[src/rtl/motoro3_pkg.sv]
// Shared constants for the motoro3 phase PWM generator / capture pair.
// Counter widths, the generator's maximum period, step count and FSM encoding.
package motoro3_pkg;

  localparam int MOTORO3_CNT_W      = 16;
  localparam int MOTORO3_PERIOD_MAX = 4095;
  localparam int MOTORO3_STEPS      = 12;
  localparam int MOTORO3_STEP_W     = 4;

  localparam logic [1:0] ST_IDLE      = 2'd0;
  localparam logic [1:0] ST_WAIT_RISE = 2'd1;
  localparam logic [1:0] ST_HIGH      = 2'd2;
  localparam logic [1:0] ST_LOW       = 2'd3;

endpackage

[src/rtl/motoro3_pwm_deglitch.sv]
// Two-flop synchronizer plus MIN_PULSE deglitch filter for the PWM readback line.
// rise/fall are asserted in the first clk that pwm_f shows its new level.
module motoro3_pwm_deglitch #(
  parameter int MIN_PULSE = 3
) (
  input  logic clk,
  input  logic rst,
  input  logic clr,
  input  logic pwm,
  output logic pwm_f,
  output logic rise,
  output logic fall
);

  localparam int CW = (MIN_PULSE > 1) ? $clog2(MIN_PULSE) : 1;
  localparam logic [CW-1:0] LAST = CW'(MIN_PULSE - 1);

  logic [1:0]    sync;
  logic [CW-1:0] cnt;

  always_ff @(posedge clk) begin
    if (rst || clr) begin
      sync  <= '0;
      cnt   <= '0;
      pwm_f <= 1'b0;
      rise  <= 1'b0;
      fall  <= 1'b0;
    end else begin
      sync <= {sync[0], pwm};
      rise <= 1'b0;
      fall <= 1'b0;
      // cnt counts consecutive samples that disagree with pwm_f
      if (sync[1] != pwm_f) begin
        if (cnt == LAST) begin
          pwm_f <= sync[1];
          rise  <= sync[1];
          fall  <= ~sync[1];
          cnt   <= '0;
        end else begin
          cnt <= cnt + 1'b1;
        end
      end else begin
        cnt <= '0;
      end
    end
  end

endmodule

[src/rtl/motoro3_pwm_capture.sv]
// Measures high time and rise-to-rise period of a phase PWM line, with timeout
// reporting for stuck lines and a per-commutation-step high-time accumulator.
module motoro3_pwm_capture
  import motoro3_pkg::*;
#(
  parameter int CNT_W      = MOTORO3_CNT_W,
  parameter int PERIOD_MAX = MOTORO3_PERIOD_MAX,
  parameter int MIN_PULSE  = 3
) (
  input  logic                      clk,
  input  logic                      rst,
  input  logic                      enable,
  input  logic                      pwmIn,
  input  logic                      stepLast,
  input  logic [MOTORO3_STEP_W-1:0] sgStep,
  output logic                      measValid,
  output logic [CNT_W-1:0]          measHigh,
  output logic [CNT_W-1:0]          measPeriod,
  output logic                      dutyZero,
  output logic                      dutyFull,
  output logic                      stepValid,
  output logic [CNT_W-1:0]          stepAccHigh,
  output logic [MOTORO3_STEP_W-1:0] stepIdx
);

  logic             pwm_f, rise, fall;
  logic [1:0]       state;
  logic [CNT_W-1:0] per_cnt, hi_cnt, step_acc;
  logic [CNT_W-1:0] per_nxt, hi_nxt, step_nxt;
  logic             timeout;

  motoro3_pwm_deglitch #(.MIN_PULSE(MIN_PULSE)) u_deglitch (
    .clk   (clk),
    .rst   (rst),
    .clr   (~enable),
    .pwm   (pwmIn),
    .pwm_f (pwm_f),
    .rise  (rise),
    .fall  (fall)
  );

  // saturating next values; none of the counters may wrap
  assign per_nxt  = (&per_cnt) ? per_cnt : per_cnt + 1'b1;
  assign hi_nxt   = (pwm_f && !(&hi_cnt)) ? hi_cnt + 1'b1 : hi_cnt;
  assign step_nxt = (pwm_f && !(&step_acc)) ? step_acc + 1'b1 : step_acc;
  assign timeout  = per_cnt >= CNT_W'(PERIOD_MAX - 1);

  always_ff @(posedge clk) begin
    if (rst || !enable) begin
      state       <= ST_IDLE;
      per_cnt     <= '0;
      hi_cnt      <= '0;
      step_acc    <= '0;
      measValid   <= 1'b0;
      measHigh    <= '0;
      measPeriod  <= '0;
      dutyZero    <= 1'b0;
      dutyFull    <= 1'b0;
      stepValid   <= 1'b0;
      stepAccHigh <= '0;
      stepIdx     <= '0;
    end else begin
      measValid <= 1'b0;
      stepValid <= 1'b0;

      // step accumulation runs independently of the period FSM
      if (stepLast) begin
        stepAccHigh <= step_nxt;
        stepIdx     <= sgStep;
        stepValid   <= 1'b1;
        step_acc    <= '0;
      end else begin
        step_acc <= step_nxt;
      end

      case (state)
        ST_IDLE: state <= ST_WAIT_RISE;
        default: begin
          if (rise) begin
            if (state != ST_WAIT_RISE) begin
              measHigh   <= hi_cnt;
              measPeriod <= per_nxt;
              measValid  <= 1'b1;
              dutyZero   <= 1'b0;
              dutyFull   <= 1'b0;
            end
            state   <= ST_HIGH;
            per_cnt <= '0;
            hi_cnt  <= CNT_W'(1);
          end else if (timeout) begin
            // the timeout clk opens the next window, so a stuck line repeats every PERIOD_MAX
            measHigh   <= hi_cnt;
            measPeriod <= CNT_W'(PERIOD_MAX);
            measValid  <= 1'b1;
            dutyFull   <= pwm_f;
            dutyZero   <= ~pwm_f;
            state      <= ST_WAIT_RISE;
            per_cnt    <= '0;
            hi_cnt     <= CNT_W'(pwm_f);
          end else begin
            per_cnt <= per_nxt;
            hi_cnt  <= hi_nxt;
            if (state == ST_HIGH && fall) state <= ST_LOW;
          end
        end
      endcase
    end
  end

endmodule

[config.mk]
export PLATFORM = sky130hd
export DESIGN_NAME = motoro3_pwm_capture
export DESIGN_NICKNAME = d
export VERILOG_FILES = /design/src/rtl/motoro3_pkg.sv /design/src/rtl/motoro3_pwm_deglitch.sv /design/src/rtl/motoro3_pwm_capture.sv
export SDC_FILE = /design/constraint.sdc
export NUM_CORES = 1
export LEC_CHECK = 0
export ABC_CLOCK_PERIOD_IN_PS = 4900
export CAP_MARGIN = 5
export CORE_UTILIZATION = 44
export DETAILED_ROUTE_END_ITERATION = 8
export GPL_ROUTABILITY_DRIVEN = 0
export HOLD_SLACK_MARGIN = 0.08
export PLACE_DENSITY = 0.72
export SYNTH_ARGS = -nofsm -noshare
export SYNTH_HDL_FRONTEND = slang
export SYNTH_HIERARCHICAL = 1
export SYNTH_SLANG_ARGS = --single-unit
[constraint.sdc]
create_clock -name clk -period 4.9 [get_ports clk]
set_input_delay 0.98 -clock clk [delete_from_list [all_inputs] [get_ports clk]]
set_output_delay 0.98 -clock clk [all_outputs]
set_load 0.05 [all_outputs]
==> results.ini <==
[synthesis]
ys.flop_type = dfxtp_1
synth-compound-area-share = 0.1930
synthAdderAreaFrac = 0.01229
synthSimpleGateAreaFrac = 0.2351
syn_area_per_cell_um2 = 8.639
async_reset_ff_frac = 0
synth_area_um2 = 5089
synth_edf_count = 0
syn_nets = 603
synth.mux.area_fraction = 0.02582
ys_warn_count = 6
synth_xor_area_frac = 0.04131
synthCells = 589
seq_area_frac_synth = 0.4446
ys_ff_latch = 113
synth_top_family_by_area = simple AND/OR/NAND/NOR gates
synth_cell_type_count = 63

[cts]
cts.reportedPaths.clkPinSlew_ns = 0.05
cts_sinks = 113
cts_resized = 0
cts_max_level = 4
root_buffer = clkbuf_16
clk_latency_ns = 0.41
numCtsBuffers = 17
cts_tree = yes
postCtsSetupBuffers = 0
clockBufferDepth = 2
postCtsHoldBufs = 0

[sta]
hold_viol_final = 0
fin_crit_sh = 0.5693
setup_ws_ns = 2.111
fin_crit_ns = 2.789
skew_ns = 0.007679
tns_ns = 0
final_max_slew_viol_count = 0
slew_headroom = 0.2690
rsz0062_at_grt = false
max_freq_mhz = 358.5
worst_pin_slew_ns = 1.092
setup_violations = 0

[drt]
dr.first_iter.drc_count = 305
drc = 0
num_vias = 4518
first_pass_iters = 5
ant_nets = 0
routedWlPerCell_um = 15.90
avgViaCountPerCell = 5.705
totalWireLength_um = 12590

[global_route]
grt_use_total = 0.2261
antenna_found_initial = 0
grt_max_degree = 51
grt_overflow = 0
grt_pass1_wl_um = 20730
first_global_vias = 4357

[floorplanning]
dieWidth_um = 109.5
io_pins = 65
die_area_um2 = 12000
rows = 38
die_height_um = 109.5
start_util = 0.4613
placeableCoreArea_um2 = 11030

[finish]
drive_gt1_frac = 0.08896
layout.nets = 653
final_util = 0.5766
fin_area_um2 = 6360
layout-area-overhead-vs-synth_pct = 24.98
instances_no_fill = 792
n_antenna_cell = 0

[worst_hold_path]
hold_class = reg2reg
worstHoldPathCells = 1

[power]
p_leak_nw = 2.169
p_switching_w = 0.0005001
p_seq_frac = 0.408
p_clk_frac = 0.557
pwr-share-comb = 0.035
p_per_area_nw_per_um2 = 358.1
intPower_w = 0.001777
p_sw_frac = 0.2196
peakVddDrop_v = 0.0004286

[setup_path]
reg2reg_depth = 5
cp.arrival_ns = 3.11
start_kind = input port
cp-end-kind = flop
path_class = in2reg
required_ns = 5.22
worstPathMaxFanout = 50

[run]
max-cap-violations = 0

[placed_design]
dp_slack_ns = 1.722
place_hpwl_um = 8387
dp.cells = 760
dpl-instance-area_um2 = 5744
io_buffers = 64

[outcome]
status = finished, final reports clean

metrics by stage:
step	hold slack, ns	power, W
after detailed placement	0.4259	0.001029
after floorplan	0.3989	0.001003
final	0.4290	0.002278
after global placement	0.4076	0.001027
after global routing	0.4446	0.002349
after CTS	0.4327	0.002296
critical path, cell delays in order:
cell and delay (ns):
clkdlybuf4s50_1 0.45, nand2b_2 0.69, or2_2 0.68, a311oi_1 0.28
layout make-up:
type	instances	area (µm²)
well taps	140	175.2
fillers	1009	4671
clock buffers	20	456.7
multi-input cells	428	2587
repair buffers	70	685.7
flip-flops and latches	113	2262
inverters	9	33.78
clock inverters	12	158.9
kinds of logic after synthesis:
logic type               Yosys count
AND/OR/NAND/NOR                  230
AO/OA/AOI/OAI                    156
flip-flops                       113
buffers and inverters             48
XOR/XNOR                          24
multiplexers                      13
adder cells (fa/ha/maj)            5
synthesized netlist by cell type, types with 7 or more instances:
master	n	share of area
a21oi_1	63	0.062
o21ai_0	41	0.040
nand4_1	17	0.021
mux2i_1	12	0.024
nand2_1	76	0.056
and3_1	12	0.015
dfxtp_1	113	0.44
nor2_1	47	0.035
xnor2_1	10	0.017
nand3_1	23	0.023
clkbuf_1	25	0.018
a2111o_1	7	0.015
xor2_1	14	0.024
and2_1	9	0.011
inv_1	9	0.0066
layout by cell type (no fill, tap or decap), types with 5 or more instances in the layout:
cell,Yosys,layout
a21oi_1,63,63
a2111o_1,7,7
nand2_1,76,76
o21ai_0,41,41
clkbuf_16,0,17
nand4_1,17,17
clkinvlp_4,0,5
nand3_1,23,23
dfxtp_1,113,113
and3_1,12,12
a31oi_1,6,6
or4_1,5,5
mux2i_1,12,12
clkdlybuf4s50_1,0,64
ha_1,5,5
inv_1,9,9
buf_4,3,6
nor2_1,47,46
and2_1,9,9
xor2_1,14,14
nor4_1,5,5
a211oi_1,5,5
xnor2_1,10,10
and4_1,6,6
final timing paths:
path,slack [ns],start,endpoint
min,0.43,u_deglitch/cnt[0]$_SDFF_PP0_,u_deglitch/cnt[0]$_SDFF_PP0_
max,2.11,rst,step_acc[6]$_SDFF_PP0_
max reg2reg,2.34,per_cnt[15]$_SDFFE_PP0N_,per_cnt[3]$_SDFFE_PP0N_
min reg2reg,0.43,u_deglitch/cnt[0]$_SDFF_PP0_,u_deglitch/cnt[0]$_SDFF_PP0_
power by group through the flow:
stage | Clock, W | Sequential (W) | Combinational (W)
after floorplan | 0 | 0.000967 | 0.0000357
after global placement | 0 | 0.000949 | 0.0000774
after detailed placement | 0 | 0.000950 | 0.0000790
after CTS | 0.00129 | 0.000930 | 0.0000794
after global routing | 0.00133 | 0.000930 | 0.0000852
final | 0.00127 | 0.000930 | 0.0000793
layer usage:
layer  part of all wire  routed length, µm  global-route usage  vias up
met2               0.48               6027              0.3612      111
met5                  0                  0                   0        -
met3              0.045                563             0.07410       16
met1               0.46               5823              0.2850     2165
li1                   -                  -                   -     2226
met4              0.014                174             0.08000        0
registers in the layout (all words and copies together), names as in the netlist:
signal	flops
stepValid	1
u_deglitch/fall	1
state	2
per_cnt	16
measHigh	16
measPeriod	16
u_deglitch/pwm_f	1
stepIdx	4
u_deglitch/sync	2
step_acc	16
stepAccHigh	16
measValid	1
dutyZero	1
hi_cnt	16
u_deglitch/cnt	2
u_deglitch/rise	1
dutyFull	1
Power figures use the tool's default switching activity.
